**config.mk**
```make
export PLATFORM = sky130hd
export DESIGN_NAME = error_detect_sampler
export DESIGN_NICKNAME = d
export VERILOG_FILES = /design/src/rtl/error_detect_sampler.sv
export SDC_FILE = /design/constraint.sdc
export NUM_CORES = 1
export LEC_CHECK = 0
export CAP_MARGIN = 40
export CORE_ASPECT_RATIO = 0.8
export CORE_MARGIN = 4
export CORE_UTILIZATION = 50
export CTS_CLUSTER_SIZE = 20
export DETAILED_ROUTE_END_ITERATION = 10
export PLACE_DENSITY = 0.84
export SLEW_MARGIN = 20
export SYNTH_ARGS = -nofsm -noshare
export SYNTH_HDL_FRONTEND = slang
export SYNTH_SLANG_ARGS = --single-unit
```
**constraint.sdc**
```tcl
create_clock -name clk -period 2.3 [get_ports clk]
set_input_delay 0.345 -clock clk [delete_from_list [all_inputs] [get_ports clk]]
set_output_delay 0.345 -clock clk [all_outputs]
set_load 0.01 [all_outputs]
```
**src/rtl/error_detect_sampler.sv**
```systemverilog
// error_detect_sampler
//   Timing-error detection stage that sits in front of token_controller.
//   For each sample request it latches data_in twice. The main copy is taken
//   on the sample rise. The shadow copy is taken SHADOW_DELAY clocks later.
//   The two copies are compared, and the result is answered on a
//   return-to-zero dual-rail pair: Err0 means no error, Err1 means error.
//   When there is an error, the shadow (late, correct) value is forwarded.
//
// Parameters
//   WIDTH         data path width
//   SHADOW_DELAY  clocks between main and shadow capture (>= 1)
//   CNT_WIDTH     width of the saturating error counter
//
// Ports
//   clk        in   clock, all state updates on posedge
//   rst        in   synchronous reset, active-high
//   sample     in   sample request (level, return-to-zero)
//   data_in    in   stage data to be checked
//   clr_count  in   synchronous clear of err_count and proto_err
//   Err0       out  no-error rail (registered)
//   Err1       out  error rail (registered)
//   data_out   out  main value, or shadow value after an error
//   err_count  out  number of Err1 responses, saturating
//   proto_err  out  sticky flag: sample dropped before a rail was issued
//
// state    | meaning
// ---------+---------------------------------------------------------------
// ST_IDLE  | waiting for a sample rise; main copy taken on the rise
// ST_WAIT  | counting clocks until the shadow capture edge
// ST_EVAL  | comparing main and shadow, then issuing a rail (or proto_err)
// ST_HOLD  | rail held until sample returns low

module error_detect_sampler #(
    parameter int WIDTH        = 8,
    parameter int SHADOW_DELAY = 2,
    parameter int CNT_WIDTH    = 8
) (
    input  logic                 clk,
    input  logic                 rst,
    input  logic                 sample,
    input  logic [WIDTH-1:0]     data_in,
    input  logic                 clr_count,
    output logic                 Err0,
    output logic                 Err1,
    output logic [WIDTH-1:0]     data_out,
    output logic [CNT_WIDTH-1:0] err_count,
    output logic                 proto_err
);

    localparam int CW = (SHADOW_DELAY < 1) ? 1 : $clog2(SHADOW_DELAY + 1);
    localparam logic [CW-1:0]        SHADOW_CNT = CW'(SHADOW_DELAY);
    localparam logic [CNT_WIDTH-1:0] CNT_MAX    = {CNT_WIDTH{1'b1}};

    typedef enum logic [1:0] {
        ST_IDLE = 2'd0,
        ST_WAIT = 2'd1,
        ST_EVAL = 2'd2,
        ST_HOLD = 2'd3
    } state_t;

    state_t               state_q, state_d;
    logic                 sample_q;
    logic                 rise;
    logic [WIDTH-1:0]     main_q, main_d;
    logic [WIDTH-1:0]     shadow_q, shadow_d;
    logic [CW-1:0]        cnt_q, cnt_d;
    logic                 err0_d, err1_d;
    logic [WIDTH-1:0]     data_d;
    logic [CNT_WIDTH-1:0] err_count_d;
    logic                 proto_d;
    logic                 count_inc;
    logic                 proto_set;

    assign rise = sample & ~sample_q;

    always_ff @(posedge clk) begin
        if (rst) begin
            state_q   <= ST_IDLE;
            sample_q  <= 1'b0;
            main_q    <= '0;
            shadow_q  <= '0;
            cnt_q     <= '0;
            Err0      <= 1'b0;
            Err1      <= 1'b0;
            data_out  <= '0;
            err_count <= '0;
            proto_err <= 1'b0;
        end else begin
            state_q   <= state_d;
            sample_q  <= sample;
            main_q    <= main_d;
            shadow_q  <= shadow_d;
            cnt_q     <= cnt_d;
            Err0      <= err0_d;
            Err1      <= err1_d;
            data_out  <= data_d;
            err_count <= err_count_d;
            proto_err <= proto_d;
        end
    end

    always_comb begin
        state_d   = state_q;
        main_d    = main_q;
        shadow_d  = shadow_q;
        cnt_d     = cnt_q;
        err0_d    = Err0;
        err1_d    = Err1;
        data_d    = data_out;
        count_inc = 1'b0;
        proto_set = 1'b0;

        case (state_q)
            ST_IDLE: begin
                if (rise) begin
                    main_d  = data_in;
                    cnt_d   = CW'(1);
                    state_d = ST_WAIT;
                end
            end
            ST_WAIT: begin
                // cnt holds the number of edges since the rise, so the shadow
                // capture happens on the edge where it equals SHADOW_DELAY
                if (cnt_q == SHADOW_CNT) begin
                    shadow_d = data_in;
                    state_d  = ST_EVAL;
                end else begin
                    cnt_d = cnt_q + CW'(1);
                end
            end
            ST_EVAL: begin
                if (sample) begin
                    if (main_q == shadow_q) begin
                        err0_d = 1'b1;
                        data_d = main_q;
                    end else begin
                        err1_d    = 1'b1;
                        data_d    = shadow_q;
                        count_inc = 1'b1;
                    end
                    state_d = ST_HOLD;
                end else begin
                    // requester gave up before the answer: flag it, no rail
                    proto_set = 1'b1;
                    state_d   = ST_IDLE;
                end
            end
            ST_HOLD: begin
                if (!sample) begin
                    err0_d  = 1'b0;
                    err1_d  = 1'b0;
                    state_d = ST_IDLE;
                end
            end
            default: state_d = ST_IDLE;
        endcase
    end

    // A clear that coincides with an Err1 issue still counts that error.
    always_comb begin
        err_count_d = err_count;
        if (clr_count) begin
            err_count_d = count_inc ? CNT_WIDTH'(1) : '0;
        end else if (count_inc && (err_count != CNT_MAX)) begin
            err_count_d = err_count + CNT_WIDTH'(1);
        end
    end

    always_comb begin
        proto_d = clr_count ? proto_set : (proto_err | proto_set);
    end

endmodule

```
== Word-level counts from Yosys, hierarchy flattened ==
Cells that the tools add are included.

* Register bits: 40
* Bits of input ports: 12
* Output and inout port bits: 19
* Logic and storage cells: 64

* Add/sub/neg operators: 2
* Equality and inequality tests: 13
* Multiplexer cells: 24
* Bitwise logic cells: 3
* Reductions and logical operators: 12

{| class="wikitable"
|+ Operators with widths
! kind !! count
|-
| 2-to-1 mux 8 bit || 3
|-
| inequality test 2 bit, second input constant || 7
|-
| 2-to-1 mux 1 bit || 12
|-
| 2-to-1 mux 2 bit || 5
|-
| adder 8 x 1 -> 8 bit, second input constant || 1
|-
| == test 8 bit || 1
|-
| inequality test 8 bit, second input constant || 1
|-
| one-hot mux 2 bit (4 select lines) || 1
|-
| AND reduction 4 bit || 2
|-
| == test 2 bit, second input constant || 3
|-
| AND reduction 2 bit || 3
|-
| AND reduction 3 bit || 2
|-
| nonzero test 2 bit || 3
|-
| one-hot mux 1 bit (2 select lines) || 2
|-
| one-hot mux 2 bit (2 select lines) || 1
|-
| adder 2 x 1 -> 2 bit, second input constant || 1
|-
| == test 2 x 1 -> 1 bit, second input constant || 1
|-
| zero test 2 bit || 1
|-
| AND 1 bit || 1
|-
| logical AND 1 bit || 1
|-
| NOT 1 bit || 1
|-
| bitwise OR 1 bit || 1
|}

== Logic depth before layout (Yosys ltp) ==
* Word-level depth: 7
* Mapped depth: 7
* Mapped depth without buffers: 6

== Worst setup path before layout ==
OpenSTA, ideal clock, no wires.

* Path kind: flip-flop to flip-flop
* From: reg err_count[0]
* To: reg err_count[5]
* Data arrival time: 1.676 ns
* Required time: 2.230 ns
* Slack: 0.554 ns
* Stages on the path, launching flop included: 7
* Path buffers: 0
* Clock period less this slack: 1.746 ns
* Path through: dfxtp_1 -> ha_1 -> nand2_1 -> nor3_1 -> or3_4 -> or4_1 -> a21oi_1

* Longest elaborated chain between the ends: 3
* Elaborated cells between the ends (all ways): 6
* Those cells by class: add/sub: 1; eq/ne: 1; mux: 2; reduce/logical: 2

{| class="wikitable"
|+ Ends and longest elaborated chain
! element !! RTL line !! text
|-
| start: declaration || 46 || <nowiki>output logic [CNT_WIDTH-1:0] err_count,</nowiki>
|-
| start signal: assignment || 97 || <nowiki>err_count <= err_count_d;</nowiki>
|-
| adder 8 x 1 -> 8 bit or inequality test 8 bit (tied branches) || 165, 164 ||
|-
| 2-to-1 mux 8 bit or logical AND 1 bit (tied branches) || 164 || <nowiki>end else if (count_inc && (err_count != CNT_MAX)) begin</nowiki>
|-
| 2-to-1 mux 8 bit or nonzero test 2 bit (tied branches) || n/a ||
|}

Several ways; a longest one is shown, not always the timed one. The select of a mux whose other input is x is not followed.
A chain may end at the register's enable or synchronous reset.

== Worst setup path after layout ==
Ends and elaborated chain as after synthesis.

==> impl_results.md <==
* Layout cells sized above 1 at 0.07391
* Worst Skew at around 8 ps
* Antenna fix cells at 0
* Hold_buf cts at 0
* IO buf count at 30
* Post-synthesis sequential area ratio at 0.4692
* Mapped Area at between 1500 and 2000 um^2
* List of most frequent post-synthesis cells: dfxtp_1 (40), nand2_1 (37), a21oi_1 (28), nor2_1 (19)
* Post-CTS Setup Bufs at 0
* Pin count of the biggest net entering global routing at 25
* DRT antenna net count at 0
* CP Data Required Time at around 2500 ps
* Worst-margin pin slew at just under 800 ps
* Worst Hold Class: reg -> reg
* CORE AREA at 3176 um^2
* Synth Register Bits at 40
* Die X at roughly 73 um
* Post-synth top area share at 0.4692
* Most frequent cell after synthesis: dfxtp_1
* Post-route DRC at 0
* Clock Path Buffers at 2
* Fmax at roughly 530 MHz
* Clk_lat worst skew at just under 300 ps
* Clk root buf: clkbuf_8
* Slew Limit Fails at 0
* Routed via count at approximately 1.5k
* Worst slew margin at 0.4712
* Fin Setup TNS at 0 ps
* RSZ-0062 raised after global routing: false
* Startpoint types: flop
* Endpoints failing hold at 0
* CTS tree: built
* Net count after synthesis at approximately 210
* DR pass1 iterations at 5
* Worst Setup SP: err_count[0]$_SDFFE_PP0P_
* Pwr Density at approximately 650 nW/um^2
* Hold slack at 455.5 ps
* H-tree lvl count at 2
* Crit path kind: reg -> reg
* Wire per inst at 13.60 um
* Clock-pin slew on the worst setup and hold paths at about 80 ps
* Initial DRC count at about 110
* CP arrival at around 2100 ps
* Netlist cell types at 35
* Initial antenna violation count at 0
* Mapped Cells at a little under 200
* GPL Wtd Cong at a little under 0.8
* Total track usage at 0.1866
* CTS sink count at 40
* Final cycle utilization of the critical path at 0.8238
* Avg Cell Area, Syn at around 8.7 um^2
* Synth area leaders: dfxtp_1 (47%), a21oi_1 (8.2%), nand2_1 (8.1%), mux2i_1 (4.7%), nor2_1 (4.2%)
* Post-route minimum period at approximately 1900 ps
* Num CTS Buffers at 5
* CP Max Fanout at 5
* Status: completed
* Final wirelength at between 3000 and 4000 um
* # setup viols final at 0
* EDFF count, synth at 0
* CTS resizes at 0
* Worst r2r src: err_count[0]$_SDFFE_PP0P_
* Pleak at roughly 0.77 nW
* MaxCap Viol Count at 0
* First-pass GRT wire length at roughly 6200 um
* Main synth FF type: dfxtp_1
* Yosys warns at 0
* Row cnt at 18
* HP Start: data_out[1]$_SDFFE_PP0P_
* Via density at between 5 and 6
* Nets at around 240
* Area delta synth->final at 25.00%
* Remaining Overflow, GRT at 0
* Critical path endpoint category: flop
* Max rail drop VDD at around 0.53 mV
* Hpwl dp at about 2600 um
* # IOs at 31
* Synth async-reset ratio at 0
* Largest area contributor in the netlist: dfxtp_1
* Vias in the first global route at roughly 1.4k
* Die Y at ~60 um
* Die Area at between 4000 and 5000 um^2
* Initial Util at 0.5374
stage by stage:
stage | std cells | power, W | util | setup slack [ps] | area, um^2
6_report | 270 | 0.001393 | 0.6718 | 405.3 | 2133
5_1_grt | 270 | 0.001462 | 0.6718 | 123.3 | 2133
4_1_cts | 270 | 0.001404 | 0.6718 | 436.8 | 2133
3_5_place_dp | 262 | 0.0008513 | 0.6379 | 144.0 | 2026
3_3_place_gp | 262 | 0.0008464 | 0.6379 | 222.8 | 2026
2_1_floorplan | 197 | 0.0008128 | - | 553.9 | 1707
metal layers:
metal / GRT usage / vias to the layer above / routed length, um
met5: 0 / - / 0
met4: 0.07752 / 0 / 46
met3: 0.06387 / 4 / 196
met2: 0.2879 / 44 / 1765
met1: 0.2385 / 681 / 1663
li1: - / 736 / -
kinds of logic (layout without fill, tap and decap cells):
kind of cell	after synthesis	in the layout	synth area share
xor gates and xnor gates	8	8	0.04106
muxes	8	8	0.04692
adders and majority gates	2	2	0.01466
buffers and inverters	15	48	0.05645
and+or+nand+nor	78	78	0.2177
DFF	40	40	0.4692
AOI/OAI and AO/OA	46	46	0.1540
power by group:
group	internal (W)	switching [W]	leakage [nW]
Clock	0.000322	0.000235	0.0552
Sequential	0.000708	0.0000154	0.324
Combinational	0.0000508	0.0000620	0.388
critical path: stages, from the launching register on:
cell     delay [ps]
dfxtp_1         350
ha_1            230
nand2_1         140
nor3_1          120
or3_4           400
or4_1           410
a21oi_1         170
path summary, 6_finish.rpt:
| path | endpoint | slack, ps | cells after the start |
|---|---|---|---|
| setup / recovery | err_count[5]$_SDFFE_PP0P_ | 410 | 6 |
| hold / removal | data_out[1]$_SDFFE_PP0P_ | 460 | 2 |
| setup reg to reg | err_count[5]$_SDFFE_PP0P_ | 410 | 6 |
| hold reg to reg | data_out[1]$_SDFFE_PP0P_ | 460 | 2 |
state kept, by name, summed over array words and instances, names as in the netlist:
signal,flops
Err0,1
Err1,1
cnt_q,2
data_out,8
err_count,8
main_q,8
proto_err,1
sample_q,1
shadow_q,8
state_q,2
cells in the final DEF, fill, tap and decap left out, types with 3 or more instances in the layout:
cell type,n
nor2_1,19
o31ai_1,3
clkdlybuf4s50_1,30
buf_4,4
nand2_1,37
or3_1,3
xnor2_1,8
inv_1,5
nand4_1,4
mux2i_1,8
dfxtp_1,40
a21oi_1,28
clkbuf_8,5
o21ai_0,6
cell type report:
type | instances | area (um^2)
fill | 268 | 1042
multi-input combinational | 142 | 809.5
sequential | 40 | 800.8
inverter | 6 | 35.03
clock inverter | 2 | 35.03
timing repair buffer | 34 | 330.3
tap | 40 | 50.05
clock buffer | 6 | 72.57
Power figures use the tool's default switching activity.
